## src/rtl/aes_round_ctrl.sv

```systemverilog
// ---------------------------------------------------------------------------
// aes_round_ctrl
//   Iterative AES-128 round sequencer. The single-round datapath is reused
//   for every round. This block walks it through the initial AddRoundKey,
//   NUM_ROUNDS-1 full rounds and the final round without MixColumns. It then
//   raises a one-cycle done pulse while the ciphertext sits in the state
//   register.
//
// Optional build macro:
//   AES_CTRL_ABORT_EN - adds the 'abort' input. An abort while busy drops the
//                       block and returns to IDLE without a done pulse.
//
// Parameters:
//   NUM_ROUNDS - full rounds after the initial AddRoundKey (2..15)
//   ROUND_W    - width of the round index (2**ROUND_W > NUM_ROUNDS)
//
// Ports:
//   clk        in   clock, rising edge
//   reset      in   synchronous active-high reset
//   start      in   start request, accepted only when ready=1
//   abort      in   (AES_CTRL_ABORT_EN only) cancel the block in progress
//   ready      out  start can be accepted this cycle (IDLE, DONE)
//   busy       out  encryption in progress (INIT, ROUND, FINAL)
//   done       out  one-cycle pulse, ciphertext valid in the state register
//   state_sel  out  state mux select: 0 plaintext, 1 round feedback
//   state_en   out  state register load enable
//   key_sel    out  key mux select: 0 cipher key, 1 expanded-key feedback
//   key_en     out  round-key register load enable
//   round      out  current round index 0..NUM_ROUNDS
//   rcon       out  round constant for the current round's key expansion
//   skip_mix   out  bypass MixColumns (final round)
//   init_round out  round 0: AddRoundKey only
// ---------------------------------------------------------------------------
module aes_round_ctrl #(
    parameter int NUM_ROUNDS = 10,
    parameter int ROUND_W    = 4
) (
    input  logic               clk,
    input  logic               reset,
    input  logic               start,
`ifdef AES_CTRL_ABORT_EN
    input  logic               abort,
`endif
    output logic               ready,
    output logic               busy,
    output logic               done,
    output logic               state_sel,
    output logic               state_en,
    output logic               key_sel,
    output logic               key_en,
    output logic [ROUND_W-1:0] round,
    output logic [7:0]         rcon,
    output logic               skip_mix,
    output logic               init_round
);

    typedef enum logic [2:0] {
        S_IDLE,
        S_INIT,
        S_ROUND,
        S_FINAL,
        S_DONE
    } state_e;

    localparam logic [ROUND_W-1:0] ROUND_LAST = ROUND_W'(NUM_ROUNDS - 1);
    localparam logic [ROUND_W-1:0] ROUND_FULL = ROUND_W'(NUM_ROUNDS);

    state_e             state_q, state_d;
    logic [ROUND_W-1:0] round_q, round_d;
    logic [7:0]         rcon_q,  rcon_d;

    // GF(2^8) multiply by x, reduced by the AES polynomial.
    function automatic logic [7:0] xtime(input logic [7:0] b);
        xtime = {b[6:0], 1'b0} ^ (b[7] ? 8'h1B : 8'h00);
    endfunction

    always_ff @(posedge clk) begin
        if (reset) begin
            state_q <= S_IDLE;
            round_q <= '0;
            rcon_q  <= 8'h00;
        end else begin
            state_q <= state_d;
            round_q <= round_d;
            rcon_q  <= rcon_d;
        end
    end

    always_comb begin
        state_d    = state_q;
        round_d    = '0;
        rcon_d     = 8'h00;
        ready      = 1'b0;
        busy       = 1'b0;
        done       = 1'b0;
        state_sel  = 1'b0;
        state_en   = 1'b0;
        key_sel    = 1'b0;
        key_en     = 1'b0;
        skip_mix   = 1'b0;
        init_round = 1'b0;

        case (state_q)
            S_IDLE: begin
                ready = 1'b1;
                if (start) state_d = S_INIT;
            end
            S_INIT: begin
                busy       = 1'b1;
                state_en   = 1'b1;
                key_en     = 1'b1;
                init_round = 1'b1;
                state_d    = (NUM_ROUNDS > 1) ? S_ROUND : S_FINAL;
            end
            S_ROUND: begin
                busy      = 1'b1;
                state_sel = 1'b1;
                key_sel   = 1'b1;
                state_en  = 1'b1;
                key_en    = 1'b1;
                state_d   = (round_q == ROUND_LAST) ? S_FINAL : S_ROUND;
            end
            S_FINAL: begin
                busy      = 1'b1;
                state_sel = 1'b1;
                key_sel   = 1'b1;
                state_en  = 1'b1;
                key_en    = 1'b1;
                skip_mix  = 1'b1;
                state_d   = S_DONE;
            end
            S_DONE: begin
                ready   = 1'b1;
                done    = 1'b1;
                // A start here chains straight into the next block.
                state_d = start ? S_INIT : S_IDLE;
            end
            default: state_d = S_IDLE;
        endcase

`ifdef AES_CTRL_ABORT_EN
        if (abort && busy) state_d = S_IDLE;
`endif

        // Round index and Rcon follow the state being entered, so both are
        // plain registers aligned with the FSM.
        case (state_d)
            S_ROUND: begin
                round_d = (state_q == S_INIT) ? ROUND_W'(1) : round_q + ROUND_W'(1);
                rcon_d  = (state_q == S_INIT) ? 8'h01 : xtime(rcon_q);
            end
            S_FINAL: begin
                round_d = ROUND_FULL;
                rcon_d  = (state_q == S_INIT) ? 8'h01 : xtime(rcon_q);
            end
            S_DONE: begin
                round_d = ROUND_FULL;
                rcon_d  = 8'h00;
            end
            default: begin
                round_d = '0;
                rcon_d  = 8'h00;
            end
        endcase
    end

    assign round = round_q;
    assign rcon  = rcon_q;

endmodule

```

## config.mk

```make
export PLATFORM = sky130hd
export DESIGN_NAME = aes_round_ctrl
export DESIGN_NICKNAME = d
export VERILOG_FILES = /design/src/rtl/aes_round_ctrl.sv
export SDC_FILE = /design/constraint.sdc
export NUM_CORES = 1
export LEC_CHECK = 0
export CORE_ASPECT_RATIO = 0.8
export CORE_MARGIN = 3
export CORE_UTILIZATION = 36
export DETAILED_ROUTE_END_ITERATION = 7
export GPL_TIMING_DRIVEN = 0
export MAX_ROUTING_LAYER = met4
export PLACE_DENSITY = 0.71
export SYNTH_ARGS = -nofsm -noshare
export SYNTH_HDL_FRONTEND = slang
export SYNTH_SLANG_ARGS = --single-unit
```

## constraint.sdc

```tcl
create_clock -name clk -period 1.37 [get_ports clk]
set_clock_uncertainty 0.15 [all_clocks]
set_input_delay 0.274 -clock clk [delete_from_list [all_inputs] [get_ports clk]]
set_output_delay 0.274 -clock clk [all_outputs]
set_load 0.05 [all_outputs]
```

==> impl_metrics.env <==
export IMPL_die_x_um=52.0
export IMPL_htreeDepth=1
export IMPL_ys_ff_latch=15
export IMPL_cts_hold_buffers=0
export IMPL_grt_pass1_wl_um=2190
export IMPL_power_mw=0.959
export IMPL_post_synth_inst_count=59
export IMPL_yosysWarningCount=0
export IMPL_ys_seq_area_share_pct=49.4
export IMPL_synthXorXnorAreaFrac_pct=5.76
export IMPL_worstSetupPathType="flip-flop to primary output"
export IMPL_placed_area_um2=912
export IMPL_setup_tns_ns=-1.28
export IMPL_synth_top_family_by_area="simple AND/OR/NAND/NOR gates"
export IMPL_worst_path_max_delay_cell="dfxtp_4"
export IMPL_grt_usage_pct=13.8
export IMPL_path_cells="nor2b_4 > and2_4 > buf_8"
export IMPL_crit_fanout=5
export IMPL_final_hold_viol_count=0
export IMPL_clk_pin_slew_ns=0.08
export IMPL_routed_top_layer="met3"
export IMPL_initial_core_util_pct=40.9
export IMPL_rsz0062_at_grt="true"
export IMPL_ant_nets=0
export IMPL_synth_cell_types=21
export IMPL_layout_drive_gt1_share_pct=58.9
export IMPL_clk_root_buffer_cell="clkbuf_4"
export IMPL_path_delay_family="flip-flops"
export IMPL_via_per_inst=4.35
export IMPL_grt_max_degree=9
export IMPL_slew_headroom_pct=75.8
export IMPL_synth_fa_ha_area_share_pct=4.12
export IMPL_p_leak_nw=0.428
export IMPL_numCtsBuffers=3
export IMPL_grt_overflow=0
export IMPL_wl_met3_um=81
export IMPL_outcome="finished, violations left"
export IMPL_final_common_cell="dfxtp_1"
export IMPL_core_area_um2=1490
export IMPL_diodes=0
export IMPL_synth_compound_area_share_pct=9.05
export IMPL_fin_crit_ns=1.55
export IMPL_critPathLaunchType="flip-flop"
export IMPL_synth_mux_area_fraction_pct=1.65
export IMPL_max_freq_mhz=645
export IMPL_synth_avg_cell_area_um2=10.3
export IMPL_ir_worst_vdd_mv=0.718
export IMPL_tightest_slew_ns=0.360
export IMPL_clk_path_buf_depth=2
export IMPL_final_max_slew_viol_count=0
export IMPL_r2r_slack_ns=-0.02
export IMPL_initialDrtViolationCount=0
export IMPL_syn_nets=64
export IMPL_hold_path_class="flip-flop to flip-flop"
export IMPL_cpPeakStageDelay_ns=0.38
export IMPL_cts_sinks=15
export IMPL_pin_count=24
export IMPL_port_buffers=23
export IMPL_rows=12
export IMPL_wl_per_cell_um=11.7
export IMPL_final_fill_count=113
export IMPL_globalplace_congestion=0.689
export IMPL_finalCritPeriodShare_pct=113
export IMPL_cellPowerDensity_nw_per_um2=967
export IMPL_tritoncts="built"
export IMPL_drc=0
export IMPL_arrival_ns=1.13
export IMPL_drt_total_wl_um=1300
export IMPL_met1_length_um=626
export IMPL_cp_required_ns=0.95
export IMPL_dieArea_um2=2220
export IMPL_end_kind="primary output"
export IMPL_grt_pass1_vias=468
export IMPL_hpwl_um=923
export IMPL_violations="negative setup slack"
export IMPL_grt_antenna_before_repair=0
export IMPL_final_cell_area_um2=992
export IMPL_vias=483
export IMPL_clkLatencyLatePin_ns=0.27
export IMPL_setup_viol=10
export IMPL_met2_length_um=593
export IMPL_die_h_um=42.8
export IMPL_finalNetCount=96
export IMPL_firstDrtPassIters=1
export IMPL_cap_violations=0
export IMPL_area_growth_syn_to_layout_pct=63.2
export IMPL_setup_slack_ns=-0.180
export IMPL_netlist_area_um2=608
export IMPL_yosys_area_share_simple_pct=25.1
export IMPL_layout_common_cells="8 x dfxtp_1, 7 x clkbuf_4, 7 x buf_8"
export IMPL_cp_num_buf_inv=1
## synthesized netlist by cell type
master    instances  area [µm²]
a211oi_2          1        12.5
a21oi_1           2        10.0
and2_1            7        43.8
and2b_1           1        7.51
and3b_1           1        8.76
buf_4             3        22.5
dfxtp_1          15         300
ha_1              2        25.0
inv_1             2        7.51
mux2i_1           1        10.0
nand2b_1          1        6.26
nand2b_4          1        13.8
nand3_1           1        5.00
nor2_1            7        26.3
nor2b_1           1        6.26
nor2b_2           1        8.76
nor3_1            3        15.0
o21a_1            2        15.0
o31a_1            2        17.5
or3_4             1        11.3
xnor2_1           4        35.0
## through the flow
stage	util, %	hold WS (ns)	worst slack (ns)	std cells
after floorplan	-	0.186	-0.0996	59
after global placement	61.4	0.283	-0.558	103
after detailed placement	61.4	0.290	-0.551	103
after CTS	63.7	0.304	-0.183	110
after global routing	66.8	0.340	-0.231	111
final	66.8	0.299	-0.180	111
## registers in the layout, summed over array words and instances, names as in the netlist
signal and count:
state_q 3, round 4, rcon 8
## power breakdown
part | internal, mW | leakage [nW] | switching [mW] | total, mW
logic | 0.118 | 0.287 | 0.149 | 0.268
clock network | 0.113 | 0.0150 | 0.124 | 0.237
registers | 0.441 | 0.126 | 0.0142 | 0.455
## worst reg2reg max path, stage by stage (launching register included)
cell and delay [ns]:
dfxtp_4 0.37, buf_4 0.16, nand2b_4 0.16, or3_4 0.37
nor2_4 0.12
## logic make-up (layout without fill, tap and decap cells)
family	Yosys count	count (layout)
and+or+nand+nor	25	25
DFF	15	15
AOI/OAI and AO/OA	7	7
buffers and inverters	5	36
xor gates and xnor gates	4	4
adders and majority gates	2	2
muxes	1	1
## worst paths after layout
path / startpoint / to / cells past startpoint
worst max-delay path: state_q[1] / skip_mix / 3
worst max register to register: state_q[0] / rcon[4] / 4
worst min-delay path: rcon[6] / rcon[7] / 1
worst min register to register: rcon[6] / rcon[7] / 1
## layout make-up
class	count	area, µm²	area share [%]
Clock buffer	4	26.3	2.65
Timing Repair Buffer	27	256	25.9
Multi-Input combinational cell	39	327	32.9
Buffer	3	30.0	3.03
Inverter	2	7.51	0.757
Tap cell	21	26.3	2.65
Sequential cell	15	319	32.2
## routing by layer
layer | GRT usage, % | vias up
met5 | - | -
met4 | 1.57 | 0
met3 | 7.37 | 0
met2 | 20.1 | 11
met1 | 17.4 | 218
li1 | - | 254
## timing repair
action,4_1_cts,5_1_grt
buffers inserted,3,1
pin swaps,3,4
endpoints found under the setup margin,22,23
resized for setup,134,13
Note: power is estimated with default switching activity, not from simulation.
